[config.mk]
export PLATFORM = sky130hd
export DESIGN_NAME = multicycle_control_unit
export DESIGN_NICKNAME = d
export VERILOG_FILES = /design/src/rtl/multicycle_control_unit.sv
export SDC_FILE = /design/constraint.sdc
export NUM_CORES = 1
export LEC_CHECK = 0
export CAP_MARGIN = 15
export CORE_MARGIN = 2
export CORE_UTILIZATION = 40
export CTS_CLUSTER_DIAMETER = 60
export DETAILED_ROUTE_END_ITERATION = 8
export SYNTH_ARGS = -nofsm -noshare
export SYNTH_HDL_FRONTEND = slang
export SYNTH_SLANG_ARGS = --single-unit
[constraint.sdc]
create_clock -name CLK -period 5.9 [get_ports CLK]
set_clock_uncertainty 0.1 [all_clocks]
set_input_delay 0.59 -clock CLK [delete_from_list [all_inputs] [get_ports CLK]]
set_output_delay 0.59 -clock CLK [all_outputs]
set_load 0.01 [all_outputs]
[src/rtl/multicycle_control_unit.sv]
// Registered opcode decoder with a RUN/MEM/WB stall sequencer for data-memory ops.
// Memory ops hold the PC while BUSYWAIT is high and abort after MEM_TIMEOUT busy cycles.
module multicycle_control_unit #(
  parameter int unsigned OPCODE_W    = 8,
  parameter int unsigned ALUOP_W     = 3,
  parameter int unsigned MEM_TIMEOUT = 255,
  parameter int unsigned CNT_W       = 16
) (
  input  logic                CLK,
  input  logic                RESET,
  input  logic [OPCODE_W-1:0] OPCODE,
  input  logic                INSTR_VALID,
  input  logic                BUSYWAIT,
  output logic                IMM,
  output logic                SIGN,
  output logic                WRITEENABLE,
  output logic                WRITESRC,
  output logic                J,
  output logic                BEQ,
  output logic                BNE,
  output logic [ALUOP_W-1:0]  ALUOP,
  output logic                MEMREAD,
  output logic                MEMWRITE,
  output logic                PC_STALL,
  output logic                ILLEGAL,
  output logic                MEM_ERR
);

  localparam logic [OPCODE_W-1:0] OP_LOADI = OPCODE_W'(0);
  localparam logic [OPCODE_W-1:0] OP_MOV   = OPCODE_W'(1);
  localparam logic [OPCODE_W-1:0] OP_ADD   = OPCODE_W'(2);
  localparam logic [OPCODE_W-1:0] OP_SUB   = OPCODE_W'(3);
  localparam logic [OPCODE_W-1:0] OP_AND   = OPCODE_W'(4);
  localparam logic [OPCODE_W-1:0] OP_OR    = OPCODE_W'(5);
  localparam logic [OPCODE_W-1:0] OP_J     = OPCODE_W'(6);
  localparam logic [OPCODE_W-1:0] OP_BEQ   = OPCODE_W'(7);
  localparam logic [OPCODE_W-1:0] OP_BNE   = OPCODE_W'(8);
  localparam logic [OPCODE_W-1:0] OP_MULT  = OPCODE_W'(9);
  localparam logic [OPCODE_W-1:0] OP_LWD   = OPCODE_W'(10);
  localparam logic [OPCODE_W-1:0] OP_LWI   = OPCODE_W'(11);
  localparam logic [OPCODE_W-1:0] OP_SWD   = OPCODE_W'(12);
  localparam logic [OPCODE_W-1:0] OP_SWI   = OPCODE_W'(13);

  localparam logic [ALUOP_W-1:0] ALU_FWD = ALUOP_W'(0);
  localparam logic [ALUOP_W-1:0] ALU_ADD = ALUOP_W'(1);
  localparam logic [ALUOP_W-1:0] ALU_AND = ALUOP_W'(2);
  localparam logic [ALUOP_W-1:0] ALU_OR  = ALUOP_W'(3);
  localparam logic [ALUOP_W-1:0] ALU_MUL = ALUOP_W'(4);

  localparam logic [CNT_W-1:0] TIMEOUT = CNT_W'(MEM_TIMEOUT);

  typedef enum logic [1:0] {
    ST_RUN = 2'd0,
    ST_MEM = 2'd1,
    ST_WB  = 2'd2
  } state_t;

  state_t             state;
  logic [CNT_W-1:0]   cnt;
  logic [CNT_W-1:0]   cnt_next;

  logic               d_imm;
  logic               d_sign;
  logic               d_we;
  logic               d_j;
  logic               d_beq;
  logic               d_bne;
  logic [ALUOP_W-1:0] d_aluop;
  logic               d_rd;
  logic               d_wr;
  logic               d_legal;

  assign cnt_next = cnt + CNT_W'(1);

  // Opcode map decode; every field defaults to 0 so unlisted signals stay low.
  always_comb begin
    d_imm   = 1'b0;
    d_sign  = 1'b0;
    d_we    = 1'b0;
    d_j     = 1'b0;
    d_beq   = 1'b0;
    d_bne   = 1'b0;
    d_aluop = ALU_FWD;
    d_rd    = 1'b0;
    d_wr    = 1'b0;
    d_legal = 1'b1;
    case (OPCODE)
      OP_LOADI: begin d_imm = 1'b1; d_we = 1'b1; end
      OP_MOV:   d_we = 1'b1;
      OP_ADD:   begin d_we = 1'b1; d_aluop = ALU_ADD; end
      OP_SUB:   begin d_we = 1'b1; d_sign = 1'b1; d_aluop = ALU_ADD; end
      OP_AND:   begin d_we = 1'b1; d_aluop = ALU_AND; end
      OP_OR:    begin d_we = 1'b1; d_aluop = ALU_OR; end
      OP_J:     d_j = 1'b1;
      OP_BEQ:   begin d_sign = 1'b1; d_aluop = ALU_ADD; d_beq = 1'b1; end
      OP_BNE:   begin d_sign = 1'b1; d_aluop = ALU_ADD; d_bne = 1'b1; end
      OP_MULT:  begin d_we = 1'b1; d_aluop = ALU_MUL; end
      OP_LWD:   d_rd = 1'b1;
      OP_LWI:   begin d_imm = 1'b1; d_rd = 1'b1; end
      OP_SWD:   d_wr = 1'b1;
      OP_SWI:   begin d_imm = 1'b1; d_wr = 1'b1; end
      default:  d_legal = 1'b0;
    endcase
  end

  // Sequencer: outputs default to 0 each edge and are only held while MEM waits.
  always_ff @(posedge CLK) begin
    if (RESET) begin
      state       <= ST_RUN;
      cnt         <= '0;
      IMM         <= 1'b0;
      SIGN        <= 1'b0;
      WRITEENABLE <= 1'b0;
      WRITESRC    <= 1'b0;
      J           <= 1'b0;
      BEQ         <= 1'b0;
      BNE         <= 1'b0;
      ALUOP       <= '0;
      MEMREAD     <= 1'b0;
      MEMWRITE    <= 1'b0;
      PC_STALL    <= 1'b0;
      ILLEGAL     <= 1'b0;
      MEM_ERR     <= 1'b0;
    end else begin
      IMM         <= 1'b0;
      SIGN        <= 1'b0;
      WRITEENABLE <= 1'b0;
      WRITESRC    <= 1'b0;
      J           <= 1'b0;
      BEQ         <= 1'b0;
      BNE         <= 1'b0;
      ALUOP       <= '0;
      MEMREAD     <= 1'b0;
      MEMWRITE    <= 1'b0;
      PC_STALL    <= 1'b0;
      ILLEGAL     <= 1'b0;
      MEM_ERR     <= 1'b0;
      case (state)
        ST_RUN: begin
          if (INSTR_VALID) begin
            if (!d_legal) begin
              ILLEGAL <= 1'b1;
            end else begin
              IMM         <= d_imm;
              SIGN        <= d_sign;
              WRITEENABLE <= d_we;
              J           <= d_j;
              BEQ         <= d_beq;
              BNE         <= d_bne;
              ALUOP       <= d_aluop;
              MEMREAD     <= d_rd;
              MEMWRITE    <= d_wr;
              PC_STALL    <= d_rd | d_wr;
              if (d_rd || d_wr) begin
                state <= ST_MEM;
                cnt   <= '0;
              end
            end
          end
        end
        ST_MEM: begin
          if (!BUSYWAIT) begin
            // MEMREAD still high here marks the op as a load.
            if (MEMREAD) begin
              state       <= ST_WB;
              WRITEENABLE <= 1'b1;
              WRITESRC    <= 1'b1;
              PC_STALL    <= 1'b1;
            end else begin
              state <= ST_RUN;
            end
          end else if (cnt_next == TIMEOUT) begin
            cnt     <= cnt_next;
            MEM_ERR <= 1'b1;
            state   <= ST_RUN;
          end else begin
            cnt      <= cnt_next;
            IMM      <= IMM;
            ALUOP    <= ALUOP;
            MEMREAD  <= MEMREAD;
            MEMWRITE <= MEMWRITE;
            PC_STALL <= 1'b1;
          end
        end
        ST_WB: begin
          state <= ST_RUN;
        end
        default: begin
          state <= ST_RUN;
        end
      endcase
    end
  end

endmodule

==> impl_metrics.py <==
metrics = {
    "detailed_routing": {
        "postRouteAntennaNets": 0,
        "wire_per_inst_um": 15.7,
        "vias_per_cell": 5.77,
        "drc": 0,
        "first_pass_iters": 4,
        "drt-initial-drc-count": 50,
        "vias": 1586,
        "routed_wl_um": 4320,
    },
    "sta": {
        "fin_crit_sh": 0.455,
        "setup_violations": 0,
        "fin_crit_ns": 2.69,
        "timing.setup.tns_ns": 0,
        "rsz0062_at_grt": "false",
        "max_freq_mhz": 372,
        "finalHoldViolCount": 0,
        "maxSlewHeadroom": 0.373,
        "drv_slew": 0,
        "hold_slack_ns": 0.379,
        "tightest_slew_ns": 0.937,
    },
    "cells_and_area": {
        "final_net_count": 239,
        "drive_above_1_share": 0.0667,
        "areaGrowthSynthToFinish_pct": 19.9,
        "layout.cells.non_filler": 275,
        "nFillCells": 382,
        "antenna_cells": 0,
    },
    "run": {
        "drv_cap": 0,
    },
    "floorplan": {
        "start_util": 0.422,
        "fp.coreArea_mm2": 0.00406,
        "dieHeight_um": 69.4,
        "num_rows": 23,
        "fp.dieW_um": 69.4,
        "dieArea_mm2": 0.00482,
        "ios": 27,
    },
    "cts": {
        "postCtsSetupRepairBufs": 0,
        "cts_max_path_buffers": 2,
        "clock_sinks": 33,
        "clkTransAtPathRegs_ns": 0.07,
        "cts_tree": "done",
        "root_buffer": "clkbuf_8",
        "cts_inserted_buffers": 5,
        "cts_resized": 0,
        "clk_latency_ns": 0.28,
        "postCtsHoldBufs": 0,
        "htree_levels": 2,
    },
    "worst_hold_path": {
        "hp-class": "reg2reg",
    },
    "grt": {
        "grt_pass1_wl_um": 7180,
        "grt_pass1_vias": 1611,
        "grt.overflow.total": 0,
        "antenna_found_initial": 0,
        "grt_util_all_layers": 0.181,
        "grt_max_degree": 27,
    },
    "pwr": {
        "vdd_ir_drop_max_mv": 0.0951,
        "p_leak_nw": 0.676,
        "seqPwrFrac": 0.532,
        "internal_power_uw": 327,
        "p_clk_frac": 0.412,
        "switching_share": 0.222,
        "switching_power_uw": 93.3,
        "p_per_area_mw_per_mm2": 204,
        "comb_power_share": 0.056,
    },
    "synth": {
        "synth_nets": 221,
        "syn_area_mm2": 0.00171,
        "netlist_instances": 207,
        "avgSynthCellArea_um2": 8.27,
        "yosysWarningCount": 0,
        "ys_seq_area_frac": 0.386,
        "yosys.cell_types.count": 48,
        "ys_ff_latch": 33,
    },
    "place": {
        "io_buffers": 26,
        "gp_congestion": 0.841,
        "dp_hpwl_um": 3080,
        "place_inst": 268,
    },
    "worst_setup_path": {
        "cp.required_ns": 5.98,
        "end_kind": "flop",
        "crit_arrival_ns": 2.77,
        "worstPathMaxFanout": 26,
        "critical_path_class": "in2reg",
        "worst_setup_path_start_kind": "input port",
    },
    "outcome": {
        "outcome": "finished, final reports clean",
    },
}
[routing by layer]
metal,global-route usage,part of all wire
met1,0.219,0.47
met2,0.313,0.50
met3,0.0480,0.036
met4,0.0523,0.0030
met5,0,0
[Yosys cell counts (all sizes together)]
| library cell | number | area (µm²) |
|---|---|---|
| a21o | 4 | 30.0 |
| dfxtp | 33 | 661 |
| nor3b | 1 | 7.51 |
| nand3 | 6 | 35.0 |
| a211oi | 1 | 7.51 |
| nor3 | 7 | 51.3 |
| nand4bb | 1 | 11.3 |
| o21a | 1 | 7.51 |
| nor2 | 23 | 86.3 |
| a21oi | 22 | 110 |
| xor2 | 2 | 17.5 |
| nand3b | 3 | 22.5 |
| nand4b | 1 | 8.76 |
| or3 | 5 | 31.3 |
| and3 | 5 | 31.3 |
| and2 | 2 | 12.5 |
| nand2 | 10 | 37.5 |
| o21ai | 15 | 75.1 |
| nor4b | 1 | 8.76 |
| nand4 | 8 | 56.3 |
| a32o | 1 | 10.0 |
| buf | 6 | 32.5 |
| o221ai | 1 | 8.76 |
| xnor2 | 4 | 35.0 |
| or2 | 2 | 12.5 |
| clkbuf | 9 | 35.0 |
| or4 | 4 | 33.8 |
| mux2i | 1 | 10.0 |
| a31oi | 6 | 52.6 |
| nor2b | 2 | 12.5 |
| a22o | 2 | 17.5 |
| a2111oi | 1 | 8.76 |
| and4 | 2 | 17.5 |
| o2bb2ai | 2 | 17.5 |
| inv | 1 | 3.75 |
| nand2b | 3 | 18.8 |
| nor4 | 6 | 43.8 |
| a311oi | 1 | 8.76 |
| ha | 2 | 25.0 |
[cells in the final DEF (no fill, tap or decap), types with 3 or more instances in the layout]
master / count
dfxtp_1: 33
clkdlybuf4s50_1: 26
nor2_1: 23
a21oi_1: 22
o21ai_0: 15
nand2_1: 10
nand4_1: 7
clkbuf_8: 6
nor3_1: 5
nor4_1: 5
nand3_1: 5
or3_1: 5
and3_1: 5
a31oi_1: 5
xnor2_1: 4
a21o_1: 4
nand2b_1: 3
nand3b_1: 3
or4_1: 3
[registers in the layout, indices dropped and copies added (netlist names)]
name / count
ALUOP: 3
BEQ: 1
BNE: 1
ILLEGAL: 1
IMM: 1
J: 1
MEMREAD: 1
MEMWRITE: 1
MEM_ERR: 1
PC_STALL: 1
SIGN: 1
WRITEENABLE: 1
WRITESRC: 1
cnt: 16
state: 2
[power groups by stage]
| stage | registers, mW | logic (mW) | clock network [mW] |
|---|---|---|---|
| after global placement | 0.229 | 0.0227 | 0 |
| after CTS | 0.224 | 0.0232 | 0.175 |
| after detailed placement | 0.229 | 0.0232 | 0 |
| after floorplan | 0.229 | 0.0115 | 0 |
| after global routing | 0.224 | 0.0250 | 0.186 |
| final | 0.224 | 0.0233 | 0.173 |
[worst paths after layout]
path	start	endpoint	slack [ns]	cells past startpoint
setup reg to reg	cnt[0]	MEMWRITE	3.27	7
hold reg to reg	ALUOP[2]	ALUOP[2]	0.38	1
setup / recovery	RESET	J	3.21	4
hold / removal	ALUOP[2]	ALUOP[2]	0.38	1
[worst max-delay path: stages]
cell	delay, ns
clkdlybuf4s50_1	0.89
nor4_1	0.80
nand2_1	0.22
nor4b_1	0.26
[stage by stage]
step	utilization	power [mW]	setup slack [ns]	area (µm²)
final	0.506	0.420	3.21	2050
after global routing	0.506	0.434	3.09	2050
after CTS	0.506	0.422	3.22	2050
after detailed placement	0.485	0.252	2.93	1970
after global placement	0.485	0.251	3.03	1970
after floorplan	-	0.240	3.62	1710
[area by class of cell]
| cell class | instances | area, µm² | share of cell area |
|---|---|---|---|
| multi-input combinational | 158 | 981 | 0.477 |
| sequential | 33 | 661 | 0.322 |
| timing repair buffer | 26 | 260 | 0.127 |
| clock buffer | 7 | 86.3 | 0.0420 |
| tap | 50 | 62.6 | 0.0305 |
| inverter | 1 | 3.75 | 0.00183 |
[cell families (layout without fill, tap and decap cells)]
| family | count (synthesis) | in the layout | share of synthesized area |
|---|---|---|---|
| fa+ha+maj | 2 | 2 | 0.0146 |
| simple gates | 92 | 92 | 0.315 |
| flops | 33 | 33 | 0.386 |
| compound gates | 57 | 57 | 0.207 |
| buf+inv | 16 | 34 | 0.0416 |
| mux | 1 | 1 | 0.00584 |
| xor+xnor | 6 | 6 | 0.0307 |
(Power assumes the default switching activity.)
